File: src/rtl/ps2_key_tracker.sv
// Set-2 scan-code decoder: held-key bitmap for eight game keys plus a 4-deep press-event FIFO.
// Define PS2_ARROW_ALIAS_EN to map the E0 arrow keys onto the W/A/S/D bits.
module ps2_key_tracker #(
   parameter int unsigned TIMEOUT_CYCLES = 1_000_000
) (
   input  logic       CLOCK_50,
   input  logic       reset,
   input  logic [7:0] received_data,
   input  logic       received_data_en,
   output logic [7:0] keys_held,
   output logic [2:0] evt_key,
   output logic       evt_valid,
   input  logic       evt_ready,
   output logic       evt_overflow
);

   localparam int unsigned TMO_W = $clog2(TIMEOUT_CYCLES + 1);
   localparam logic [TMO_W-1:0] TMO_LAST = TMO_W'(TIMEOUT_CYCLES - 1);

   typedef enum logic [2:0] {ST_IDLE, ST_EXT, ST_BRK, ST_EXT_BRK, ST_SKIP} state_t;

   state_t           state_q, state_d;
   logic [TMO_W-1:0] tmo_q, tmo_d;
   logic [2:0]       skip_q, skip_d;
   logic [7:0]       base_q, base_d, ext_q, ext_d;
   logic [2:0]       mem_q [4];
   logic [2:0]       mem_d [4];
   logic [1:0]       wr_q, wr_d, rd_q, rd_d;
   logic [2:0]       count_q, count_d;
   logic [2:0]       evt_key_q, evt_key_d;
   logic             evt_valid_q, evt_valid_d, ovf_q, ovf_d;

   logic       make, brk, use_ext, push, pop, accept;
   logic [2:0] idx;
   logic [3:0] lk;

   // {hit, bit index}
   function automatic logic [3:0] base_lookup(input logic [7:0] code);
      case (code)
         8'h1D:   base_lookup = 4'b1_000;
         8'h1C:   base_lookup = 4'b1_001;
         8'h1B:   base_lookup = 4'b1_010;
         8'h23:   base_lookup = 4'b1_011;
         8'h29:   base_lookup = 4'b1_100;
         8'h5A:   base_lookup = 4'b1_101;
         8'h76:   base_lookup = 4'b1_110;
         8'h2D:   base_lookup = 4'b1_111;
         default: base_lookup = 4'b0_000;
      endcase
   endfunction

`ifdef PS2_ARROW_ALIAS_EN
   function automatic logic [3:0] arrow_lookup(input logic [7:0] code);
      case (code)
         8'h75:   arrow_lookup = 4'b1_000;
         8'h6B:   arrow_lookup = 4'b1_001;
         8'h72:   arrow_lookup = 4'b1_010;
         8'h74:   arrow_lookup = 4'b1_011;
         default: arrow_lookup = 4'b0_000;
      endcase
   endfunction
`endif

   assign keys_held    = base_q | ext_q;
   assign evt_key      = evt_key_q;
   assign evt_valid    = evt_valid_q;
   assign evt_overflow = ovf_q;

   always_comb begin
      state_d = state_q;
      tmo_d   = tmo_q;
      skip_d  = skip_q;
      base_d  = base_q;
      ext_d   = ext_q;
      make    = 1'b0;
      brk     = 1'b0;
      use_ext = 1'b0;
      lk      = base_lookup(received_data);
      idx     = lk[2:0];

      if (received_data_en) begin
         tmo_d = '0;
         case (state_q)
            ST_IDLE: begin
               if (received_data == 8'hE0) state_d = ST_EXT;
               else if (received_data == 8'hF0) state_d = ST_BRK;
               else if (received_data == 8'hE1) begin
                  state_d = ST_SKIP;
                  skip_d  = 3'd7;
               end else make = lk[3];
            end
            ST_EXT: begin
               if (received_data == 8'hF0) state_d = ST_EXT_BRK;
               else begin
                  state_d = ST_IDLE;
`ifdef PS2_ARROW_ALIAS_EN
                  lk      = arrow_lookup(received_data);
                  idx     = lk[2:0];
                  make    = lk[3];
                  use_ext = 1'b1;
`endif
               end
            end
            ST_BRK: begin
               brk     = lk[3];
               state_d = ST_IDLE;
            end
            ST_EXT_BRK: begin
               state_d = ST_IDLE;
`ifdef PS2_ARROW_ALIAS_EN
               lk      = arrow_lookup(received_data);
               idx     = lk[2:0];
               brk     = lk[3];
               use_ext = 1'b1;
`endif
            end
            ST_SKIP: begin
               if (skip_q == 3'd1) state_d = ST_IDLE;
               skip_d = skip_q - 3'd1;
            end
            default: state_d = ST_IDLE;
         endcase
      end else if (state_q != ST_IDLE) begin
         // A strobe on the expiry cycle wins; otherwise an abandoned prefix drops back silently.
         if (tmo_q == TMO_LAST) begin
            state_d = ST_IDLE;
            tmo_d   = '0;
         end else begin
            tmo_d = tmo_q + 1'b1;
         end
      end

      push = make & ~keys_held[idx];
      if (make) begin
         if (use_ext) ext_d[idx] = 1'b1;
         else         base_d[idx] = 1'b1;
      end
      if (brk) begin
         if (use_ext) ext_d[idx] = 1'b0;
         else         base_d[idx] = 1'b0;
      end
   end

   always_comb begin
      mem_d  = mem_q;
      wr_d   = wr_q;
      ovf_d  = ovf_q;
      accept = 1'b0;
      pop    = evt_valid_q & evt_ready;
      rd_d   = pop ? rd_q + 2'd1 : rd_q;
      if (push) begin
         if (count_q != 3'd4 || pop) begin
            mem_d[wr_q] = idx;
            wr_d        = wr_q + 2'd1;
            accept      = 1'b1;
         end else begin
            ovf_d = 1'b1;
         end
      end
      count_d     = count_q + 3'(accept) - 3'(pop);
      evt_key_d   = mem_d[rd_d];
      evt_valid_d = (count_d != 3'd0);
   end

   always_ff @(posedge CLOCK_50 or posedge reset) begin
      if (reset) begin
         state_q     <= ST_IDLE;
         tmo_q       <= '0;
         skip_q      <= '0;
         base_q      <= '0;
         ext_q       <= '0;
         mem_q       <= '{default: '0};
         wr_q        <= '0;
         rd_q        <= '0;
         count_q     <= '0;
         evt_key_q   <= '0;
         evt_valid_q <= 1'b0;
         ovf_q       <= 1'b0;
      end else begin
         state_q     <= state_d;
         tmo_q       <= tmo_d;
         skip_q      <= skip_d;
         base_q      <= base_d;
         ext_q       <= ext_d;
         mem_q       <= mem_d;
         wr_q        <= wr_d;
         rd_q        <= rd_d;
         count_q     <= count_d;
         evt_key_q   <= evt_key_d;
         evt_valid_q <= evt_valid_d;
         ovf_q       <= ovf_d;
      end
   end

endmodule

File: config.mk
export PLATFORM = sky130hd
export DESIGN_NAME = ps2_key_tracker
export DESIGN_NICKNAME = d
export VERILOG_FILES = /design/src/rtl/ps2_key_tracker.sv
export SDC_FILE = /design/constraint.sdc
export NUM_CORES = 1
export LEC_CHECK = 0
export ABC_CLOCK_PERIOD_IN_PS = 6910
export BUFFER_PORTS_ARGS = -buffer_cell sky130_fd_sc_hd__buf_2
export CORE_ASPECT_RATIO = 1.5
export CORE_MARGIN = 4
export CORE_UTILIZATION = 55
export DETAILED_ROUTE_END_ITERATION = 6
export PLACE_DENSITY = 0.71
export RECOVER_POWER = 100
export SYNTH_ARGS = -nofsm -noshare
export SYNTH_HDL_FRONTEND = slang
export SYNTH_SLANG_ARGS = --single-unit
File: constraint.sdc
create_clock -name CLOCK_50 -period 6.91 [get_ports CLOCK_50]
set_input_delay 0 -clock CLOCK_50 [delete_from_list [all_inputs] [get_ports CLOCK_50]]
set_output_delay 0 -clock CLOCK_50 [all_outputs]
set_load 0.01 [all_outputs]
==> flow_summary.yaml <==
clocking:
  h-tree-depth: 3
  cts.repair.resized: 0
  postCtsSetupBuffers: 0
  cts_tree: "done"
  clk_latency_ns: 0.34
  cts_sinks: 58
  cts_max_path_buffers: 2
  path_clk_slew_ns: 0.07
  cts_root_buffer: "clkbuf_8"
  cts_buffers: 9
logic_synthesis:
  ys_warn_count: 0
  async_flop_share: 1.00
  syn-num-nets: 343
  synth_ff_type: "dfrtp_1"
  seq_area_frac_synth: 0.448
  syn_avg_cell_area_um2: 10.1
  netlist_area_mm2: 0.00324
  synthCells: 321
  synth_seq_cells: 58
  synth_edf_count: 0
  synth_cell_types: 63
route:
  drt-initial-drc-count: 124
  vias: 2505
  dr.pass1.iters: 4
  wire_per_inst_um: 16.0
  drc: 0
  antenna_left: 0
  wl_um: 6800
  viasPerCell: 5.88
placement:
  port-buffer-count: 24
  dpl.hpwl_um: 4940
  gp_congestion: 0.863
  place_area_mm2: 0.00341
  pre_cts_slack_ns: 2.75
pwr:
  internal_power_uw: 659
  pwr-share-clk: 0.313
  p_comb_frac: 0.266
  seq_power_share: 0.421
  power_leakage_uw: 0.00156
  max-vdd-ir-drop_mv: 0.150
  p_switching_uw: 331
  p_per_area_mw_per_mm2: 277
  p_sw_frac: 0.334
worst_setup_path:
  worstSetupPathType: "flip-flop to flip-flop"
  crit_top_cell: "inv_1"
  worstPathCellList: "nand2b_1, a2111oi_2, o311ai_0, a311oi_1, and3_1, inv_1, ha_1, inv_1, ha_1, inv_1, fa_1, xnor2_1, xnor2_1, or3_1"
  cp-start-kind: "flip-flop"
  cp_max_fo: 11
  slowest_delay_ns: 1.29
  critical_path_arrival_ns: 5.06
  slowest_stage: "a311oi_1"
  cp-end-kind: "flip-flop"
  required_ns: 7.14
sta:
  tns_ns: 0
  fin_crit_sh: 0.699
  worst_slack_ns: 2.08
  fmax_mhz: 207
  worstMarginPinSlew_ns: 3.05
  setup_viol: 0
  slew_violations: 71
  hold_viol: 0
  hold_ws_ns: 0.0746
  rsz0062_at_grt: "false"
  slew_headroom: -1.03
  period_needed_ns: 4.83
  skew_ns: 0.00594
finish:
  layout_common_cells: "dfrtp_1 (58), nor2_1 (32), nand2_1 (24), a21oi_1 (18)"
  design_area_mm2: 0.00357
  diodes: 0
  final_util: 0.621
  final_common_cell: "dfrtp_1"
  drive_above_1_share: 0.121
  nNetsFinal: 371
  fillerInstances: 519
  syn2layout_area_growth_pct: 10.1
global_route:
  grt_max_degree: 59
  gr-total-overflow: 0
  grt_pass1_wl_um: 11600
  grtUsageTotal: 0.204
  antenna_found_initial: 0
  grt_pass1_vias: 2482
floorplanning:
  io-pin-count: 25
  start_util: 0.564
  fp.coreArea_mm2: 0.00574
  die_h_um: 102
  die_x_um: 70.7
  die_area_mm2: 0.00721
  num_rows: 34
run_status:
  violations: "max-capacitance violations, max-slew violations"
  outcome: "finished, violations left"
hold_path:
  hold_path_class: "primary input to flip-flop"
run:
  drv_cap: 2
-- stage by stage --
step | cells | power [uW]
after floorplan | 321 | 614
after global placement | 409 | 683
after detailed placement | 409 | 691
after CTS | 426 | 1010
after global routing | 426 | 1050
final | 426 | 990
-- critical path: cells and delay by family, from the launching register on --
kind            cells  cell delay [ns]
xor+xnor            2             0.27
simple gates        3             0.94
fa+ha+maj           3             0.79
compound gates      3             2.12
flops               1             0.42
buf+inv             3             0.18
-- synthesized netlist by cell type (all sizes together), types with 6 or more instances --
cell type | count | area share
dfrtp | 58 | 0.45
and3 | 7 | 0.014
nand2 | 24 | 0.028
mux2 | 12 | 0.045
inv | 16 | 0.019
a31oi | 6 | 0.012
ha | 9 | 0.035
nor2 | 33 | 0.039
a21oi | 18 | 0.028
buf | 6 | 0.015
nor4 | 7 | 0.017
nand3 | 11 | 0.019
nor3 | 11 | 0.017
nand2b | 6 | 0.012
o21ai | 12 | 0.019
nand4 | 6 | 0.018
xnor2 | 8 | 0.022
xor2 | 13 | 0.035
-- timing repair --
action | in CTS | in global routing
hold endpoints to repair | 58 | 0
setup endpoints to repair | 0 | 0
hold buffers | 1 | 0
-- cell type report --
| class | count | area, um2 | share of cell area |
|---|---|---|---|
| well taps | 72 | 90.1 | 0.0252 |
| clock buffers | 9 | 124 | 0.0347 |
| flip-flops and latches | 58 | 1450 | 0.407 |
| repair buffers | 28 | 128 | 0.0358 |
| clock inverters | 7 | 68.8 | 0.0193 |
| inverters | 16 | 60.1 | 0.0168 |
| multi-input cells | 236 | 1650 | 0.461 |
-- registers in the layout (all words and copies together), names as in the netlist --
| register | count |
|---|---|
| count_q | 3 |
| wr_q | 2 |
| rd_q | 2 |
| evt_valid | 1 |
| state_q | 3 |
| evt_key | 3 |
| mem_q | 12 |
| evt_overflow | 1 |
| skip_q | 3 |
| base_q | 8 |
| tmo_q | 20 |
-- cell families (layout without fill, tap and decap cells) --
| kind of cell | count (synthesis) | in the layout | share of synthesized area |
|---|---|---|---|
| buffers and inverters | 27 | 60 | 0.0397 |
| AO/OA/AOI/OAI | 58 | 58 | 0.128 |
| flip-flops | 58 | 58 | 0.448 |
| multiplexers | 14 | 14 | 0.0590 |
| AND/OR/NAND/NOR | 133 | 133 | 0.228 |
| XOR/XNOR | 21 | 21 | 0.0567 |
| adder cells (fa/ha/maj) | 10 | 10 | 0.0409 |
-- power by group through the flow --
stage               sequential (uW)  combinational (uW)  clock [uW]
floorplan                       420                 194           0
global placement                422                 261           0
detailed placement              423                 268           0
CTS                             417                 271         318
global route                    422                 296         333
finish                          417                 263         309
-- per-layer routing --
layer | global-route usage | routed length (um) | vias to the layer above
met2 | 0.352 | 3560 | 57
li1 | - | - | 1200
met3 | 0.0561 | 274 | 19
met5 | 0 | 0 | -
met4 | 0.0854 | 187 | 0
met1 | 0.237 | 2780 | 1229
-- worst paths after layout --
path,from,to,slack (ns),cells after the start
setup / recovery,state_q[0],evt_valid,2.08,14
hold / removal,received_data[1],base_q[4],0.07,3
setup reg to reg,state_q[0],evt_valid,2.08,14
hold reg to reg,evt_overflow,evt_overflow,0.48,1
max in group asynchronous,reset,state_q[1],3.83,4
min in group asynchronous,reset,count_q[2],1.35,4
Power figures use the tool's default switching activity.
